**src/rtl/chu_gpo_sseg_mux.sv**
```systemverilog
// Multiplexed seven-segment driver fed by a GPO slot. Patterns are double-buffered and swapped only at frame wrap.
// Optional macro SSEG_DIM_EN adds 16-level PWM brightness control per digit dwell.
module chu_gpo_sseg_mux #(
    parameter int N     = 4,
    parameter int PRESC = 16
) (
    input  logic           clk,
    input  logic           reset,
    input  logic [8*N-1:0] din,
    input  logic           load,
    input  logic [3:0]     bright,
    output logic [N-1:0]   an,
    output logic [7:0]     sseg,
    output logic           frame_tick
);

    localparam int IW = (N > 1) ? $clog2(N) : 1;

    logic [PRESC-1:0] presc;
    logic [IW-1:0]    idx;
    logic             tick;
    logic             wrap;
    logic [8*N-1:0]   pend;
    logic [8*N-1:0]   active;
    logic             pending;
    logic             lit;
    logic [N-1:0]     an_next;
    logic [7:0]       sseg_next;

    assign tick = &presc;
    assign wrap = tick && (idx == IW'(N - 1));

`ifdef SSEG_DIM_EN
    // Top four prescaler bits form a 16-step PWM phase within each dwell
    assign lit = (presc[PRESC-1 -: 4] < bright);
`else
    logic unused_bright;
    assign unused_bright = ^bright;
    assign lit           = 1'b1;
`endif

    always_comb begin
        an_next   = '1;
        sseg_next = 8'hFF;
        if (lit) begin
            an_next[idx] = 1'b0;
            sseg_next    = active[8*idx +: 8];
        end
    end

    always_ff @(posedge clk or posedge reset) begin
        if (reset) begin
            presc <= '0;
            idx   <= '0;
        end else begin
            presc <= presc + 1'b1;
            if (tick)
                idx <= (idx == IW'(N - 1)) ? '0 : idx + 1'b1;
        end
    end

    // A load coinciding with wrap keeps the pattern pending for one more frame
    always_ff @(posedge clk or posedge reset) begin
        if (reset) begin
            pend    <= '1;
            active  <= '1;
            pending <= 1'b0;
        end else if (load) begin
            pend    <= din;
            pending <= 1'b1;
        end else if (wrap && pending) begin
            active  <= pend;
            pending <= 1'b0;
        end
    end

    always_ff @(posedge clk or posedge reset) begin
        if (reset) begin
            an         <= '1;
            sseg       <= 8'hFF;
            frame_tick <= 1'b0;
        end else begin
            an         <= an_next;
            sseg       <= sseg_next;
            frame_tick <= wrap;
        end
    end

endmodule

```
**config.mk**
```make
export PLATFORM = sky130hd
export DESIGN_NAME = chu_gpo_sseg_mux
export DESIGN_NICKNAME = d
export VERILOG_FILES = /design/src/rtl/chu_gpo_sseg_mux.sv
export SDC_FILE = /design/constraint.sdc
export NUM_CORES = 1
export LEC_CHECK = 0
export ABC_AREA = 1
export ABC_CLOCK_PERIOD_IN_PS = 7240
export BUFFER_PORTS_ARGS = -buffer_cell sky130_fd_sc_hd__buf_2
export CORE_ASPECT_RATIO = 0.7
export CORE_MARGIN = 3
export CORE_UTILIZATION = 40
export CTS_CLUSTER_SIZE = 20
export DETAILED_ROUTE_END_ITERATION = 7
export MAX_ROUTING_LAYER = met4
export REMOVE_ABC_BUFFERS = 1
export SKIP_CTS_REPAIR_TIMING = 1
export SLEW_MARGIN = 20
export SYNTH_ARGS = -nofsm -noshare
export SYNTH_HDL_FRONTEND = slang
export SYNTH_SLANG_ARGS = --single-unit
```
**constraint.sdc**
```tcl
create_clock -name clk -period 7.24 [get_ports clk]
set_clock_uncertainty 0.05 [all_clocks]
set_input_delay 0.362 -clock clk [delete_from_list [all_inputs] [get_ports clk]]
set_output_delay 0.362 -clock clk [all_outputs]
set_load 0.01 [all_outputs]
```
==> results.json <==
{
  "r2r-end": "active[17]",
  "fmax_mhz": 350,
  "crit_type": "reg -> reg",
  "hold_slack_ps": 166,
  "tritoncts": "built",
  "worstReg2RegStart": "presc[0]",
  "die_area_um2": 11500,
  "die_x_um": 127,
  "io_pins": 52,
  "post_drt_via_cell_ratio": 4.77,
  "dp_hpwl_um": 4960,
  "grt_pass1_wl_um": 14000,
  "hold_path_class": "in -> reg",
  "vias": 2890,
  "ys_ff_latch": 96,
  "drive_gt1_frac": 0.314,
  "status": "finished, final reports clean",
  "synthArstFlopShare": 1.00,
  "num_antenna_cells": 0,
  "report.power.total_mw": 1.13,
  "numCtsBuffers": 9,
  "drc_errors": 0,
  "avgSynthCellArea_um2": 9.40,
  "cts.htree.levels": 3,
  "p_per_area_nw_per_um2": 239,
  "rsz0062_at_grt": "false",
  "synth_area_leader_cell": "dfstp_2",
  "synth_cells": 434,
  "yosysMostFrequentCell": "nand2_1",
  "reg2reg_depth": 8,
  "startpoint_type": "flip-flop",
  "totalWireLength_um": 8150,
  "final_nets": 517,
  "hold_end": "pend[0]",
  "syn2layout_area_growth_pct": 15.6,
  "end_kind": "flip-flop",
  "grt_use_total": 0.156,
  "path_clk_slew_ps": 60,
  "insertion_delay_ps": 340,
  "p_leak_nw": 2.24,
  "max-cap-violations": 0,
  "finalHoldViolCount": 0,
  "grt_pass1_vias": 2859,
  "ys_seq_area_frac": 0.612,
  "slew_headroom": 0.298,
  "worst_pin_slew_ps": 1050,
  "wl_per_cell_um": 13.4,
  "startpoint": "presc[0]",
  "fp.dieH_um": 90.5,
  "finalCritPeriodShare": 0.394,
  "hp-start": "din[0]",
  "netlist_area_um2": 4080,
  "vdd_drop_max_v": 0.000130,
  "cts_num_sinks": 96,
  "cp.required_ps": 7450,
  "grt_max_degree": 74,
  "cts_max_path_buffers": 2,
  "setup_viol": 0,
  "reg2reg_slack_ps": 4390,
  "synthFlopType": "dfstp_2",
  "synth_top_area_frac": 0.490,
  "worst-endpoint-arrival_ps": 3060,
  "core_area_um2": 9800,
  "synth_area_leaders": "dfstp_2, nand2_1, dfrtp_1, nand4_1, nor2_1",
  "routabilityCongestion": 0.798,
  "drv_slew": 0,
  "dpl_cell_area_um2": 4380,
  "start_util": 0.416,
  "yosys-top-cells-count": "nand2_1, dfstp_2, nand4_1, nor2_1, dfrtp_1",
  "ys_types": 23,
  "stdcell_area_um2": 4710,
  "io_buffers": 47,
  "antenna_found_initial": 0,
  "tns_ps": 0,
  "drtIter0Drc": 182,
  "cp_max_fo": 38,
  "clockRootBuffer": "clkbuf_16",
  "worstHoldPathCells": 3,
  "rows": 30,
  "first_pass_iters": 4,
  "grt_overflow": 0,
  "finish.utilization": 0.481,
  "synth-edff-count": 0,
  "postRouteAntennaNets": 0,
  "yosys_warnings": 0,
  "fin_crit_ps": 2850
}
## critical path: stages, from the launching register on
cell and delay, ps:
dfrtp_1 370, ha_1 210, nand2_1 90, nor2_2 140, nand2_2 110, nor2_4 710, nand3_2 780, nand2_1 250
nand2_1 70
## metal layers
layer | routed length, um | track usage
met1 | 4110 | 0.212
met2 | 3580 | 0.232
met3 | 406 | 0.0449
met4 | 58 | 0.0420
met5 | 0 | -
## placed cells by master (no fill, tap or decap), drive strengths merged
| master | netlist | final |
|---|---|---|
| nor3 | 1 | 1 |
| dfstp | 76 | 76 |
| inv | 13 | 11 |
| o21ai | 19 | 19 |
| nand2 | 182 | 182 |
| nand3 | 8 | 8 |
| clkinv | 2 | 5 |
| dfrtp | 20 | 20 |
| o22ai | 8 | 8 |
| ha | 5 | 5 |
| dlygate4sd3 | 0 | 1 |
| buf | 9 | 50 |
| bufinv | 0 | 2 |
| xor2 | 8 | 8 |
| xnor2 | 5 | 5 |
| nor2 | 32 | 32 |
| nand4 | 32 | 32 |
| clkbuf | 14 | 13 |
## registers in the layout, indices dropped and copies added, names as in the netlist
signal,cells
pend,32
active,32
pending,1
presc,16
an,4
sseg,8
frame_tick,1
idx,2
## report_power, final
group | total [mW] | switching (mW) | internal (mW)
sequential | 0.575 | 0.00910 | 0.566
clock | 0.506 | 0.185 | 0.321
combinational | 0.0458 | 0.0306 | 0.0152
total | 1.13 | 0.225 | 0.902
## final cells by class
class,instances,area [um2]
timing repair buffer,51,268
multi-input combinational,300,1410
fill,954,5080
clock buffer,13,260
clock inverter,3,65.1
sequential,96,2500
inverter,15,57.6
tap,128,160
## cells by family (layout without fill, tap and decap cells)
logic type | Yosys count | count (layout) | synth area share
buffers and inverters | 38 | 82 | 0.0436
DFF | 96 | 96 | 0.612
adders and majority gates | 5 | 5 | 0.0153
AOI/OAI and AO/OA | 27 | 27 | 0.0356
and+or+nand+nor | 255 | 255 | 0.265
xor gates and xnor gates | 13 | 13 | 0.0279
## through the flow
stage	instances	setup WS, ps
2_1_floorplan	411	4450
5_1_grt	606	4100
3_3_place_gp	589	4450
4_1_cts	605	4400
6_report	606	4390
3_5_place_dp	589	4400
## how the worst max path moves through the flow
stage / end / cells after the start
after floorplan: frame_tick / 1
after global placement: active[13] / 8
after detailed placement: active[4] / 8
after CTS: active[17] / 8
after global routing: active[25] / 8
final: active[17] / 8
Power figures use the tool's default switching activity.
